### config.mk
export PLATFORM = sky130hd
export DESIGN_NAME = load_store_unit
export DESIGN_NICKNAME = d
export VERILOG_FILES = /design/src/rtl/lsu_pkg.sv /design/src/rtl/lsu_lane_align.sv /design/src/rtl/load_store_unit.sv
export SDC_FILE = /design/constraint.sdc
export NUM_CORES = 1
export LEC_CHECK = 0
export ABC_AREA = 1
export BUFFER_PORTS_ARGS = -buffer_cell sky130_fd_sc_hd__buf_4
export CAP_MARGIN = 20
export CORE_MARGIN = 2
export CORE_UTILIZATION = 25
export DETAILED_ROUTE_END_ITERATION = 10
export PLACE_DENSITY = 0.47
export SYNTH_ARGS = -nofsm -noshare
export SYNTH_HDL_FRONTEND = slang
export SYNTH_SLANG_ARGS = --single-unit
### constraint.sdc
create_clock -name clk -period 2.1 [get_ports clk]
set_input_delay 0.21 -clock clk [delete_from_list [all_inputs] [get_ports clk]]
set_output_delay 0.21 -clock clk [all_outputs]
set_load 0.01 [all_outputs]
### src/rtl/lsu_pkg.sv
// Shared definitions for the load/store unit: width codes, FSM states and
// the byte-order helper used between memory lane order and little-endian.
package lsu_pkg;

  localparam logic [2:0] F3_B  = 3'b000;
  localparam logic [2:0] F3_H  = 3'b001;
  localparam logic [2:0] F3_W  = 3'b010;
  localparam logic [2:0] F3_BU = 3'b100;
  localparam logic [2:0] F3_HU = 3'b101;

  typedef enum logic [1:0] {
    IDLE,
    ACCESS,
    WRITE,
    DONE
  } lsu_state_t;

  // Reverse the four bytes of a word.
  function automatic logic [31:0] le_swap(input logic [31:0] word);
    return {word[7:0], word[15:8], word[23:16], word[31:24]};
  endfunction

endpackage

### src/rtl/lsu_lane_align.sv
// Combinational byte-lane steering: load extraction and SB/SH merge word.
// mem_rdata arrives with the byte at the access address in [31:24]; both
// outputs are little-endian, which is also the memory write lane order.
module lsu_lane_align
  import lsu_pkg::*;
(
  input  logic [31:0] mem_rdata,
  input  logic [2:0]  funct3,
  input  logic [31:0] wdata,
  output logic [31:0] load_result,
  output logic [31:0] merged_word
);

  logic        [31:0] le;
  logic signed [7:0]  byte_s;
  logic signed [15:0] half_s;

  assign le     = le_swap(mem_rdata);
  assign byte_s = le[7:0];
  assign half_s = le[15:0];

  // Select extension for loads and merged lanes for partial stores by width code.
  always_comb begin
    load_result = le;
    merged_word = wdata;
    case (funct3)
      F3_B: begin
        load_result = 32'(byte_s);
        merged_word = {le[31:8], wdata[7:0]};
      end
      F3_H: begin
        load_result = 32'(half_s);
        merged_word = {le[31:16], wdata[15:0]};
      end
      F3_BU:   load_result = {24'd0, le[7:0]};
      F3_HU:   load_result = {16'd0, le[15:0]};
      default: ;
    endcase
  end

endmodule

### src/rtl/load_store_unit.sv
// Memory-stage load/store unit. Accepts one request at a time, performs
// the access (with read-modify-write for SB/SH since memory only takes
// full-word writes) and returns a one-cycle response.
module load_store_unit
  import lsu_pkg::*;
#(
  parameter int unsigned MEM_SIZE = 131072
) (
  input  logic        clk,
  input  logic        rst_n,
  input  logic        req_valid,
  output logic        req_ready,
  input  logic        req_store,
  input  logic [2:0]  req_funct3,
  input  logic [31:0] req_addr,
  input  logic [31:0] req_wdata,
  output logic        resp_valid,
  output logic [31:0] resp_data,
  output logic        resp_err,
  output logic [31:0] mem_addr,
  output logic [31:0] mem_wdata,
  output logic        mem_wen,
  input  logic [31:0] mem_rdata
);

  // Highest legal start address: all four bytes must lie inside memory.
  localparam logic [31:0] ADDR_MAX = 32'(MEM_SIZE - 4);

  lsu_state_t  state, state_next;

  logic        store_q;
  logic [2:0]  funct3_q;
  logic [31:0] addr_q;
  logic [31:0] wdata_q;
  logic        fault_q;
  logic [31:0] merged_q;

  logic        accept;
  logic        fault_in;
  logic        is_sw;
  logic [31:0] load_result;
  logic [31:0] merged_word;

  function automatic logic funct3_legal(input logic store, input logic [2:0] f3);
    logic ok;
    ok = (f3 == F3_B) || (f3 == F3_H) || (f3 == F3_W);
    if (!store) ok = ok || (f3 == F3_BU) || (f3 == F3_HU);
    return ok;
  endfunction

  assign accept   = req_valid && req_ready;
  assign fault_in = !funct3_legal(req_store, req_funct3) || (req_addr > ADDR_MAX);
  assign is_sw    = store_q && (funct3_q == F3_W);

  lsu_lane_align u_lane_align (
    .mem_rdata  (mem_rdata),
    .funct3     (funct3_q),
    .wdata      (wdata_q),
    .load_result(load_result),
    .merged_word(merged_word)
  );

  // State register.
  always_ff @(posedge clk or negedge rst_n) begin
    if (!rst_n) state <= IDLE;
    else        state <= state_next;
  end

  // Next state and memory/handshake outputs, all decoded from registers so
  // an asynchronous reset removes mem_wen immediately.
  always_comb begin
    state_next = state;
    req_ready  = 1'b0;
    resp_valid = 1'b0;
    mem_wen    = 1'b0;
    mem_addr   = addr_q;
    mem_wdata  = wdata_q;
    case (state)
      IDLE: begin
        req_ready = 1'b1;
        if (accept) state_next = ACCESS;
      end
      ACCESS: begin
        if (fault_q) begin
          state_next = DONE;
        end else if (is_sw) begin
          mem_wen    = 1'b1;
          state_next = DONE;
        end else if (store_q) begin
          state_next = WRITE;
        end else begin
          state_next = DONE;
        end
      end
      WRITE: begin
        mem_wen    = 1'b1;
        mem_wdata  = merged_q;
        state_next = DONE;
      end
      DONE: begin
        resp_valid = 1'b1;
        state_next = IDLE;
      end
      default: state_next = IDLE;
    endcase
  end

  // Request capture and fault classification at accept time.
  always_ff @(posedge clk or negedge rst_n) begin
    if (!rst_n) begin
      store_q  <= 1'b0;
      funct3_q <= 3'd0;
      addr_q   <= 32'd0;
      wdata_q  <= 32'd0;
      fault_q  <= 1'b0;
    end else if (accept) begin
      store_q  <= req_store;
      funct3_q <= req_funct3;
      addr_q   <= req_addr;
      wdata_q  <= req_wdata;
      fault_q  <= fault_in;
    end
  end

  // Response registers update only on the way into DONE so they hold
  // between responses; the merge word is captured for the WRITE cycle.
  always_ff @(posedge clk or negedge rst_n) begin
    if (!rst_n) begin
      resp_data <= 32'd0;
      resp_err  <= 1'b0;
      merged_q  <= 32'd0;
    end else begin
      case (state)
        ACCESS: begin
          if (fault_q) begin
            resp_data <= 32'd0;
            resp_err  <= 1'b1;
          end else if (!store_q) begin
            resp_data <= load_result;
            resp_err  <= 1'b0;
          end else if (is_sw) begin
            resp_data <= 32'd0;
            resp_err  <= 1'b0;
          end else begin
            merged_q  <= merged_word;
          end
        end
        WRITE: begin
          resp_data <= 32'd0;
          resp_err  <= 1'b0;
        end
        default: ;
      endcase
    end
  end

endmodule

**After elaboration in Yosys (flattened, before gate mapping)**

Cells that the tools add are included.

- $lt $le $gt $ge: 1
- Equality and inequality tests: 13
- Mux-type cells: 22
- Bitwise gates (word level): 2
- Reductions and logical operators: 14

Operator list:

| kind | number |
|---|---|
| two-way mux 32 bit | 4 |
| one-hot mux 32 bit (2 select lines) | 2 |
| one-hot mux 32 bit (4 select lines) | 1 |
| > comparator 32 x 17 -> 1 bit (second input constant) | 1 |
| == test 3 bit (second input constant) | 4 |
| two-way mux 1 bit | 11 |
| one-hot mux 2 bit (4 select lines) | 1 |
| == test 3 x 1 -> 1 bit (second input constant) | 2 |
| == test 3 x 2 -> 1 bit (second input constant) | 2 |
| zero test 3 bit | 2 |
| logical OR 1 bit | 5 |
| == test 2 bit (second input constant) | 2 |
| != test 4 bit (second input constant) | 1 |
| one-hot mux 1 bit (2 select lines) | 2 |
| AND reduction 4 bit | 1 |
| == test 2 x 1 -> 1 bit (second input constant) | 1 |
| logical AND 1 bit | 2 |
| zero test 2 bit | 1 |
| two-way mux 2 bit | 1 |
| != test 2 bit (second input constant) | 1 |
| inverter 1 bit | 2 |
| AND reduction 2 bit | 1 |
| nonzero test 2 bit | 1 |
| zero test 1 bit | 1 |

- Register bits: 136
- Input port bits: 103
- Output and inout port bits: 100
- Word-level logic and storage cells: 61

**Longest topological paths before layout**

- Depth in word-level cells: 8
- Depth in mapped cells: 9
- Depth with buffers taken out: 8

**Cells and area by module**

Synthesis repeated with hierarchy kept, for this count alone.

- Cell total of the unflattened synthesis: 886
- Area, all modules: 6667.6 µm²

Modules (own cells, without submodules):

| module | times used | cells an instance | area an instance (µm²) |
|---|---|---|---|
| load_store_unit | 1 | 732 | 5905.7 |
| lsu_lane_align | 1 | 154 | 762.0 |

**Least setup slack after synthesis**

OpenSTA, ideal clock, no wires.

- Path kind: reg2out
- From: register state[0]
- To: output port mem_wdata[10]
- Arrival: 1396 ps
- Setup slack: 494 ps
- Stages on the path, launching flop included: 7
- Path through: dfrtp_1 inv_1 ha_1 clkbuf_1 clkbuf_1 nand2_1 o21ai_0

- Cells in the longest elaborated chain, start to end: 2

RTL lines:

| item | line | source |
|---|---|---|
| start, declared | load_store_unit.sv:29 | `lsu_state_t state, state_next;` |
| start signal, assigned | load_store_unit.sv:66 | `else state <= state_next;` |
| == test 2 bit | load_store_unit.sv:78 | `case (state)` |
| two-way mux 32 bit | load_store_unit.sv:78 |  |
| end, declared | load_store_unit.sv:21 | `output logic [31:0] mem_wdata,` |

Every way passes these cells.

**Final worst setup path**

- From: register state[0]
- To: output port mem_wdata[13]

Same word-level chain as after synthesis.

==> key figures <==
Status
  • Status: completed

Timing
  • TNS Setup: 0 ns
  • Unrepaired setup endpoints after global routing: false
  • Clock skew: 0.01156 ns
  • Final Max Tran Viols: 0
  • Worst-margin pin slew: 0.5458 ns
  • Final worst path period share: 93.55%
  • Fmax: 0.5090 GHz
  • Hold Violations, Final: 0
  • Final setup vio count: 0
  • Worst Slack Setup Final: 0.1355 ns
  • Final worst path period need: 1.965 ns
  • Max_slew headroom: 63.61%

Cells and area
  • Nets: 1115
  • Ratio of cells with drive above 1 in the final layout: 26.35%
  • Synthesis-to-layout area growth: 51.45%
  • Non-filler instance count after layout: 1348
  • Commonest non-fill, non-tap cells in the layout: nand2_1 (308), buf_4 (210), dfrtp_1 (136)
  • Post-route design area: 9363 um^2
  • Commonest non-fill, non-tap cell in the layout: nand2_1
  • Fill count: 2480

Drt
  • Iteration-0 DRC Markers: 420
  • Routed vias/inst: 4.266
  • Routed Antenna Nets: 0
  • DR pass1 iterations: 4
  • Drt drc: 0
  • Routed WL: 19450 um
  • Wire per inst: 14.43 um
  • Via count: 5751

CTS
  • Max H-tree Level: 4
  • CTS tree: built
  • CTS Buf Count: 17
  • Clock Latency Late Sink: 0.42 ns
  • Clk sinks: 136
  • Clock root buffer: clkbuf_16
  • Max Buffers Root-to-Sink: 2
  • Reg clk slew, reported paths: 0.06 ns

GRT
  • Vias in the first global route: 5843
  • Global route overflow: 0
  • First-pass GRT wire length: 31180 um
  • Largest net degree at the start of global routing: 51
  • Antenna violations before repair: 4
  • GRT Overall Usage: 15.20%

Setup path
  • Critical path origin: state[0]
  • Slowest stage delay, CP: 0.41 ns
  • Reg-to-reg critical path endpoint: resp_data[31]
  • Worst r2r src: state[0]
  • WP data required: 1.89 ns
  • Cell family with most CP delay: buffers and inverters
  • R2R Setup Slk: 0.34 ns
  • Kind of critical path: flop to primary output
  • Worst-path fanout max: 32
  • Setup crit end kind: primary output
  • Crit path max-delay cell type: dfrtp_1
  • Worst setup SP type: flop
  • CP Cell Sequence: inv_1 -> ha_2 -> buf_6 -> o21ai_0 -> buf_4
  • R2R cell count: 6
  • WP buf/inv: 3
  • Critical Path AT: 1.75 ns

Yosys
  • Syn avg cell area: 8.287 um^2
  • Synth warnings: 0
  • Cell variety after synth: 25
  • Netlist Area Pre-Place: 6182 um^2
  • Synth Register Bits: 136
  • Seq/Total Area, Yosys: 55.05%
  • Cells after Synth: 746
  • Syn Nets: 853

Place
  • Dpl cell area: 8038 um^2
  • Post-DP HPWL: 13800 um
  • Dpl ws: 0.3367 ns
  • Final Wtd Congestion: 0.7695
  • Buffers on Ports: 202
  • Inst Count DP: 1246

Floorplanning
  • Standard-cell rows: 57
  • Io pins: 203
  • Starting Density: 25.42%
  • Chip height: 161.3 um
  • Die Wd: 161.3 um
  • Die ar.: 26000 um^2
  • Placeable core area: 24320 um^2

Power and ir drop
  • Leak: 4.848 nW
  • Pwr/cell area: 1355 nW/um^2
  • Power, Total: 0.01269 W
  • Max rail drop VDD: 0.5336 mV

Min path
  • Hold WC Path Type: primary input to flop
  • Hold endpoint: wdata_q[2]
  • HP Start: req_wdata[2]
  • Hold Path Stages: 3

Job
  • Max-cap violations: 0
==> registers in the layout (all words and copies together) (netlist names) <==
name	count
fault_q	1
mem_addr	32
resp_data	32
wdata_q	32
funct3_q	3
resp_err	1
state	2
merged_q	32
store_q	1
==> layer usage <==
layer / share of wire, % / global-route usage [%]
met1: 48 / 20.70
met2: 45 / 23.59
met3: 6.0 / 4.828
met4: 0.94 / 3.653
met5: 0.067 / 0
==> metrics by stage <==
step	hold WS, ns	utilization [%]
2_1_floorplan	-0.08559	-
3_3_place_gp	0.07180	33.05
3_5_place_dp	0.07211	33.05
4_1_cts	0.002363	38.44
5_1_grt	0.008929	38.50
6_report	0.02057	38.50
==> worst max path at each step <==
stage	endpoint	depth (start not counted)
2_1_floorplan	mem_wdata[10]	6
3_3_place_gp	resp_data[27]	6
3_5_place_dp	resp_data[23]	6
4_1_cts	mem_wdata[13]	6
5_1_grt	mem_wdata[8]	6
6_report	mem_wdata[13]	5
==> where the power goes <==
group          switching, W  internal (W)
logic               0.00304       0.00220
clock network       0.00124       0.00202
registers          0.000621       0.00357
==> worst register-to-register path, stage by stage (launching register included) <==
cell and delay, ns:
dfrtp_1 0.41, inv_1 0.08, ha_1 0.40, nand4_4 0.19, inv_2 0.37, o211ai_1 0.17
nand2_1 0.08
==> layout make-up <==
| class | count | area [um^2] | area share (%) |
|---|---|---|---|
| Multi-Input combinational cell | 537 | 2440 | 26.06 |
| Clock buffer | 17 | 425.4 | 4.544 |
| Clock inverter | 15 | 214.0 | 2.285 |
| Sequential cell | 136 | 3403 | 36.35 |
| Antenna cell | 3 | 7.507 | 0.08018 |
| Timing Repair Buffer | 283 | 2341 | 25.00 |
| Tap cell | 324 | 405.4 | 4.330 |
| Inverter | 33 | 126.4 | 1.350 |
==> synth_stat cells (all sizes together) <==
master,n,area (um^2)
o21ai,57,285.3
nand4,1,21.27
o211ai,16,120.1
clkbuf,14,52.55
nand2,313,1200
buf,26,165.2
or2,1,6.260
dfrtp,136,3403
inv,33,126.4
a21o,8,60.06
nor2,45,176.4
a21oi,56,280.3
ha,4,50.05
o21a,1,7.510
a21boi,1,7.510
nand3,34,220.2
==> repair_timing <==
| item | CTS | global route |
|---|---|---|
| endpoints found under the setup margin | 1 | 10 |
| pin swaps | 0 | 0 |
| gates resized for setup | 1 | 2 |
| setup buffers | 0 | 0 |
| endpoints found under the hold margin | 171 | 0 |
| hold buffers | 67 | 0 |
==> kinds of logic (layout without fill, tap and decap cells) <==
| group | Yosys count | in the layout | share of synthesized area [%] |
|---|---|---|---|
| other | 0 | 3 | 0 |
| DFF | 136 | 136 | 55.05 |
| and+or+nand+nor | 394 | 394 | 26.27 |
| AOI/OAI and AO/OA | 139 | 139 | 12.31 |
| adders and majority gates | 4 | 4 | 0.8096 |
| buffers and inverters | 73 | 348 | 5.566 |
(Power assumes the default switching activity.)
